File: config.mk
export PLATFORM = sky130hd
export DESIGN_NAME = vram_arbiter
export DESIGN_NICKNAME = d
export VERILOG_FILES = /design/src/rtl/vram_arbiter.sv
export SDC_FILE = /design/constraint.sdc
export NUM_CORES = 1
export LEC_CHECK = 0
export BUFFER_PORTS_ARGS = -buffer_cell sky130_fd_sc_hd__buf_2
export CORE_UTILIZATION = 47
export CTS_BUF_LIST = sky130_fd_sc_hd__clkbuf_8
export CTS_CLUSTER_SIZE = 20
export DETAILED_ROUTE_END_ITERATION = 8
export GPL_ROUTABILITY_DRIVEN = 0
export PLACE_DENSITY = 0.87
export SYNTH_ARGS = -nofsm -noshare
export SYNTH_HDL_FRONTEND = slang
export SYNTH_SLANG_ARGS = --single-unit
File: constraint.sdc
create_clock -name clk -period 3.1 [get_ports clk]
set_input_delay 0.62 -clock clk [delete_from_list [all_inputs] [get_ports clk]]
set_output_delay 0.62 -clock clk [all_outputs]
set_load 0.1 [all_outputs]
File: src/rtl/vram_arbiter.sv
// vram_arbiter: shares one single-port synchronous VRAM between display fetch,
// a CPU port and a clear/fill engine. Every clk cycle is one memory slot.
// Grant in cycle N -> registered mem_* in N+1 -> RAM data and ack in N+2.
module vram_arbiter #(
  parameter int AW         = 16,
  parameter int DW         = 8,
  parameter int STARVE_MAX = 15
) (
  input  logic          clk,
  input  logic          reset_n,
  input  logic          vid_active,
  input  logic          vid_req,
  input  logic [AW-1:0] vid_addr,
  output logic          vid_valid,
  output logic [DW-1:0] vid_data,
  input  logic          cpu_req,
  input  logic          cpu_we,
  input  logic [AW-1:0] cpu_addr,
  input  logic [DW-1:0] cpu_wdata,
  output logic          cpu_ack,
  output logic [DW-1:0] cpu_rdata,
  input  logic          clr_req,
  input  logic [AW-1:0] clr_addr,
  input  logic [DW-1:0] clr_wdata,
  output logic          clr_ack,
  output logic [AW-1:0] mem_addr,
  output logic          mem_we,
  output logic [DW-1:0] mem_wdata,
  input  logic [DW-1:0] mem_rdata
);

  localparam int CW = $clog2(STARVE_MAX + 1);
  localparam logic [CW-1:0] STARVE_LIM = CW'(STARVE_MAX);

  // Grant identity carried down the two-stage tag pipeline.
  localparam logic [1:0] TAG_NONE = 2'd0;
  localparam logic [1:0] TAG_VID  = 2'd1;
  localparam logic [1:0] TAG_CPU  = 2'd2;
  localparam logic [1:0] TAG_CLR  = 2'd3;

  logic [1:0]    grant_s;
  logic          cpu_elig_s;
  logic          clr_elig_s;
  logic          starved_s;
  logic [1:0]    tag1_r;
  logic [1:0]    tag2_r;
  logic          cpu_busy_r;
  logic          clr_busy_r;
  logic          rr_clr_r;      // 1: CLR wins the next blanking tie
  logic [CW-1:0] starve_cnt_r;
  logic [AW-1:0] mem_addr_r;
  logic          mem_we_r;
  logic [DW-1:0] mem_wdata_r;

  // Per-slot arbitration: fetch first, then a starved clear, then the
  // active-display CPU preference or the blanking round-robin.
  always_comb begin
    cpu_elig_s = cpu_req & ~cpu_busy_r;
    clr_elig_s = clr_req & ~clr_busy_r;
    starved_s  = (starve_cnt_r == STARVE_LIM);
    grant_s    = TAG_NONE;
    if (vid_req) begin
      grant_s = TAG_VID;
    end else if (starved_s && clr_elig_s) begin
      grant_s = TAG_CLR;
    end else if (vid_active) begin
      if (cpu_elig_s) begin
        grant_s = TAG_CPU;
      end else if (clr_elig_s) begin
        grant_s = TAG_CLR;
      end else begin
        grant_s = TAG_NONE;
      end
    end else if (cpu_elig_s && clr_elig_s) begin
      grant_s = rr_clr_r ? TAG_CLR : TAG_CPU;
    end else if (cpu_elig_s) begin
      grant_s = TAG_CPU;
    end else if (clr_elig_s) begin
      grant_s = TAG_CLR;
    end else begin
      grant_s = TAG_NONE;
    end
  end

  // Register the granted access onto the memory port; idle slots keep the address.
  always_ff @(posedge clk or negedge reset_n) begin
    if (!reset_n) begin
      mem_addr_r  <= '0;
      mem_we_r    <= 1'b0;
      mem_wdata_r <= '0;
    end else begin
      case (grant_s)
        TAG_VID: begin
          mem_addr_r <= vid_addr;
          mem_we_r   <= 1'b0;
        end
        TAG_CPU: begin
          mem_addr_r  <= cpu_addr;
          mem_we_r    <= cpu_we;
          mem_wdata_r <= cpu_wdata;
        end
        TAG_CLR: begin
          mem_addr_r  <= clr_addr;
          mem_we_r    <= 1'b1;
          mem_wdata_r <= clr_wdata;
        end
        default: begin
          mem_we_r <= 1'b0;
        end
      endcase
    end
  end

  // Carry grant identity to the cycle in which the RAM answers.
  always_ff @(posedge clk or negedge reset_n) begin
    if (!reset_n) begin
      tag1_r <= TAG_NONE;
      tag2_r <= TAG_NONE;
    end else begin
      tag1_r <= grant_s;
      tag2_r <= tag1_r;
    end
  end

  // Busy flags keep a held level request from being granted twice.
  always_ff @(posedge clk or negedge reset_n) begin
    if (!reset_n) begin
      cpu_busy_r <= 1'b0;
      clr_busy_r <= 1'b0;
    end else begin
      if (grant_s == TAG_CPU) begin
        cpu_busy_r <= 1'b1;
      end else if (tag2_r == TAG_CPU) begin
        cpu_busy_r <= 1'b0;
      end
      if (grant_s == TAG_CLR) begin
        clr_busy_r <= 1'b1;
      end else if (tag2_r == TAG_CLR) begin
        clr_busy_r <= 1'b0;
      end
    end
  end

  // Count slots an eligible clear request has been passed over, saturating.
  always_ff @(posedge clk or negedge reset_n) begin
    if (!reset_n) begin
      starve_cnt_r <= '0;
    end else if (!clr_req || (grant_s == TAG_CLR)) begin
      starve_cnt_r <= '0;
    end else if (clr_elig_s && !starved_s) begin
      starve_cnt_r <= starve_cnt_r + CW'(1);
    end
  end

  // Round-robin pointer flips to the other requester after each CPU/CLR grant.
  always_ff @(posedge clk or negedge reset_n) begin
    if (!reset_n) begin
      rr_clr_r <= 1'b0;
    end else if (grant_s == TAG_CPU) begin
      rr_clr_r <= 1'b1;
    end else if (grant_s == TAG_CLR) begin
      rr_clr_r <= 1'b0;
    end
  end

  assign mem_addr  = mem_addr_r;
  assign mem_we    = mem_we_r;
  assign mem_wdata = mem_wdata_r;

  assign vid_valid = (tag2_r == TAG_VID);
  assign cpu_ack   = (tag2_r == TAG_CPU);
  assign clr_ack   = (tag2_r == TAG_CLR);
  assign vid_data  = vid_valid ? mem_rdata : '0;
  assign cpu_rdata = cpu_ack ? mem_rdata : '0;

endmodule

## Word level (Yosys, flattened, before mapping)

Cells that the tools add are included.

- Add/subtract/negate cells: 1
- Multiply operators: 0
- Divide/modulo/power cells: 0
- Magnitude comparators: 0
- Equality and inequality tests: 7
- Shift operators: 0
- Muxes and demuxes: 20
- Bitwise operators: 4
- Reductions and logical operators: 11

Operators by type and width:

| kind | count |
|---|---|
| $pmux W16 S3 | 1 |
| $mux W8 | 2 |
| $pmux W8 S2 | 1 |
| $mux W2 | 6 |
| $eq A2 B2 Y1 const B | 4 |
| $mux W4 | 2 |
| $reduce_bool A2 Y1 | 4 |
| $mux W1 | 7 |
| $add A4 B1 Y4 const B | 1 |
| $eq A2 B1 Y1 const B | 2 |
| $eq A4 B4 Y1 const B | 1 |
| $logic_and A1 B1 Y1 | 3 |
| $reduce_bool A3 Y1 | 1 |
| $and A1 B1 Y1 | 2 |
| $logic_not A1 Y1 | 2 |
| $not A1 Y1 | 2 |
| $pmux W1 S2 | 1 |
| $logic_or A1 B1 Y1 | 1 |

- Bits in registers: 36
- Bits in latches: 0
- Bits in writable memories: 0
- ROM bits: 0
- Bits of input ports: 79
- Output and inout port bits: 44
- Memories: 0

## Depth between registers and ports, before layout

- Word-level depth: 11
- Depth in mapped cells: 7

## Least setup slack after synthesis

OpenSTA, ideal clock, no wires.

- Path kind: reg2out
- From: register tag2_r[0]
- To: output port cpu_rdata[0]
- Data arrival time: 2,310 ps
- Data required time: 2,480 ps
- Slack: 170 ps
- Stages on the path, launching flop included: 4
- Path buffers: 1
- Path through: dfrtp_1 -> nor2b_1 -> clkbuf_1 -> and2_1

- Word-level cells in the longest chain between the ends: 2

RTL lines:

| item | line | text |
|---|---|---|
| start: declaration | 46 | `logic [1:0] tag2_r;` |
| start signal: assignment | 121 | `tag2_r <= tag1_r;` |
| $eq A2 B2 Y1 | 171 | `assign cpu_ack = (tag2_r == TAG_CPU);` |
| net cpu_ack | 20 | `output logic cpu_ack,` |
| $mux W8 | 174 | `assign cpu_rdata = cpu_ack ? mem_rdata : '0;` |
| end: declaration | 21 | `output logic [DW-1:0] cpu_rdata,` |

The timed path passes the listed nets, and every way through them passes these cells.

## Worst setup path in the final report

- From: register tag2_r[0]
- To: output port cpu_rdata[0]

- Word-level cells in the longest chain between the ends: 2

RTL lines:

| item | line |
|---|---|
| $eq A2 B2 Y1 | 171 |
| $mux W8 | 174 |

Every way passes these cells.

==> parameters.txt <==
Parameter                              Value

Run
  MaxCap Viol Count    0

Critical path
  Worst flop-to-flop path startpoint    starve_cnt_r[0]$_DFFE_PN0P_
  Startpoint Class    flip-flop
  Critical Path AT    1690 ps
  Endpoint type of the worst setup path    primary output
  Crit Path Category    reg2out
  Maximum fanout along the worst path    10
  Startpoint of the most critical setup path    tag2_r[0]$_DFF_PN0_
  Data required, critical path    2480 ps

Min path
  Start point of the worst hold path    tag1_r[1]$_DFF_PN0_
  Worst min-delay path category    reg2reg

CTS
  Post-CTS Hold Buffers    0
  CTS clk-pin slew, worst paths    60 ps
  Sink Count    36
  Number of buffers added by the clock tree synthesis step    5
  Clock latency at the later pin of the worst-skew pair    290 ps
  Number of setup buffers added after CTS    0
  Clock tree from TritonCTS    yes
  CTS H-tree lvls    2
  Number of resized instances in the post-cts repair step    0
  Maximum number of buffers from clock root to sink    2
  Clock root cell    clkbuf_8

Logic synthesis
  Post-synthesis sequential area ratio    46.69%
  Number of instances in the synthesized netlist    197
  Xor/xnor share of the synthesized area    0.4540%
  Cell area after technology mapping    0.001929 mm^2
  Basic-gate share of the synthesized area counting and, or, nand and nor cells    21.34%
  Yosys reg bits    36
  Distinct cell type count of the synthesized netlist    33
  Area share of fa/ha/maj cells after synthesis    0.6485%
  Compound-Gate Fraction of Synth Area    24.90%
  Avg Cell Area, Syn    9.794 um^2
  Syn Nets    277
  Largest family of logic cells by synthesized area    compound AO/OA/AOI/OAI gates
  Warnings, synthesis    0
  Share of synthesized area spent on multiplexers    0%

Placement
  HPWL after DPL    3813 um
  Number of buffer cells added on primary ports    122
  Worst slack after detailed placement    783.7 ps

Timing
  Setup repair after global routing missed its margin    no
  Highest attainable clock frequency    0.4335 GHz
  Slew at the pin with the worst max-slew slack    867.4 ps
  Post-layout worst setup margin    793.0 ps
  Share of the clock period used by the worst path    74.42%
  Max-slew violations    0
  Worst max-slew margin expressed relative to the limit    42.18%
  Fin Clk Skew    5.923 ps
  Sum of negative setup slack    0 ps
  Final setup vio count    0
  Count of final hold-check violations    0
  Fin crit period    2307 ps
  Hold slack    353.3 ps

Global route
  Grt total ovfl    0
  Global routing usage summed across all routing layers    25.29%
  Maximum number of pins on one net before global-route repair    37
  First-pass GRT wire length    8245 um
  Number of antenna violations at the first check in global routing    0
  Vias in the first global route    1,825

Final layout
  Fraction of final layout cells sized beyond drive strength 1    47.13%
  Antenna diode count    0
  Area occupied by multi-input gates    922.1 um^2
  Layout Area Growth over Synthesis    35.80%
  Sequential cell area in the final layout    900.9 um^2
  Filler instances    311
  Final layout net count    393

Pwr
  Total power of the final layout    3.011 mW
  Static leakage    1.343 nW
  Maximum vdd ir drop    793.3 uV
  Power Dens Cells    1149 mW/mm^2

Drt
  Vias per inst    5.307
  Per-cell routed wire length    13.94 um
  First drt pass iteration count    4
  Number of design rule violations left after detail routing    0
  Routed via count    1,921
  Antenna-violating nets left    0
  DRT Wirelength    5045 um
  DRT iter0 DRCs    84

Die
  Starting density of the core    50.79%
  Count of standard-cell rows    22
  Core ar.    0.003799 mm^2
  Overall die width    66.07 um
  Top-level port count    123
  Floorplan die area    0.004365 mm^2
  Chip Height    66.07 um

Outcome
  Status    finished clean
==> kinds of logic (layout without fill, tap and decap cells) <==
family,Yosys count,after routing
compound gates,58,58
xor+xnor,1,1
fa+ha+maj,1,1
buf+inv,20,137
flops,36,36
simple gates,81,81
==> sequential cells by signal, summed over array words and instances (netlist names) <==
signal and cells:
tag1_r 2, starve_cnt_r 4, tag2_r 2, clr_busy_r 1
rr_clr_r 1, cpu_busy_r 1, mem_addr 16, mem_wdata 8
mem_we 1
==> stage by stage <==
| stage | utilization, % | instances | area [um^2] |
|---|---|---|---|
| after global placement | 66.60 | 354 | 2530 |
| after CTS | 68.97 | 362 | 2620 |
| after detailed placement | 66.60 | 354 | 2530 |
| after floorplan | - | 197 | 1929 |
| after global routing | 68.97 | 362 | 2620 |
| final | 68.97 | 362 | 2620 |
==> worst paths after layout <==
kind	endpoint	slack, ps	cells past startpoint
min in group asynchronous	starve_cnt_r[2]$_DFFE_PN0P_	420	1
max in group asynchronous	mem_addr[5]$_DFFE_PN0P_	2190	1
worst max-delay path	cpu_rdata[0]	790	3
worst min register to register	tag2_r[1]$_DFF_PN0_	350	0
worst max register to register	clr_busy_r$_DFFE_PN0P_	1120	6
worst min-delay path	tag2_r[1]$_DFF_PN0_	350	0
==> worst max-delay path, cell delays in order, from the launching register on <==
cell     delay [ps]
dfrtp_1         380
nor2b_1         400
and2_1          200
buf_2           420
==> layout make-up <==
type	count	area share, %
Clock inverter	2	0.2865
Inverter	5	0.8118
Sequential cell	36	34.38
Clock buffer	6	3.152
Timing Repair Buffer	124	23.88
Multi-Input combinational cell	141	35.20
Tap cell	48	2.292
==> where the power goes <==
group | switching (mW) | leakage (nW) | internal, mW
Sequential | 0.0954 | 0.439 | 0.641
Combinational | 1.60 | 0.850 | 0.335
Clock | 0.160 | 0.0538 | 0.175
==> cell usage after synthesis (all sizes together) <==
cell    count  area [um^2]
nor4bb      1        10.01
and2       17        106.4
ha          1        12.51
nor3        1        5.000
dfrtp      36        900.9
a221oi     15        219.0
nor2b       5        31.28
nand2      15        56.30
o32ai       1        8.760
o21ai      10        50.05
o31ai       1        12.51
a21o        1        7.510
and4        1        8.760
a21oi      19        95.09
xnor2       1        8.760
and3        2        17.52
nor2       18        67.56
buf        12        82.57
o211ai      2        15.01
o22ai       7        43.79
a211oi      1        7.510
inv         5        21.27
clkbuf      3        11.26
o311a       1        21.27
nand2b      3        18.77
nand3      18        90.09
==> routing by layer <==
layer / up-vias / routed length [um] / global-route usage (%)
met2: 92 / 2449 / 42.09
met1: 881 / 2050 / 31.30
li1: 940 / - / -
met3: 8 / 481 / 7.241
met5: - / 0 / 0
met4: 0 / 63 / 8.511
==> placed cells by master (no fill, tap or decap), types with 3 or more instances in the layout <==
cell / synthesis / routed
a21oi_1: 19 / 19
nand2b_1: 3 / 3
o22ai_1: 7 / 7
nor2_1: 18 / 18
inv_1: 4 / 6
dfrtp_1: 36 / 36
nor2b_1: 5 / 5
nand3_1: 18 / 18
buf_2: 6 / 122
a221oi_2: 14 / 14
clkbuf_8: 0 / 6
and2_1: 17 / 17
nand2_1: 15 / 15
o21ai_0: 8 / 8
Note: power is estimated with default switching activity, not from simulation.
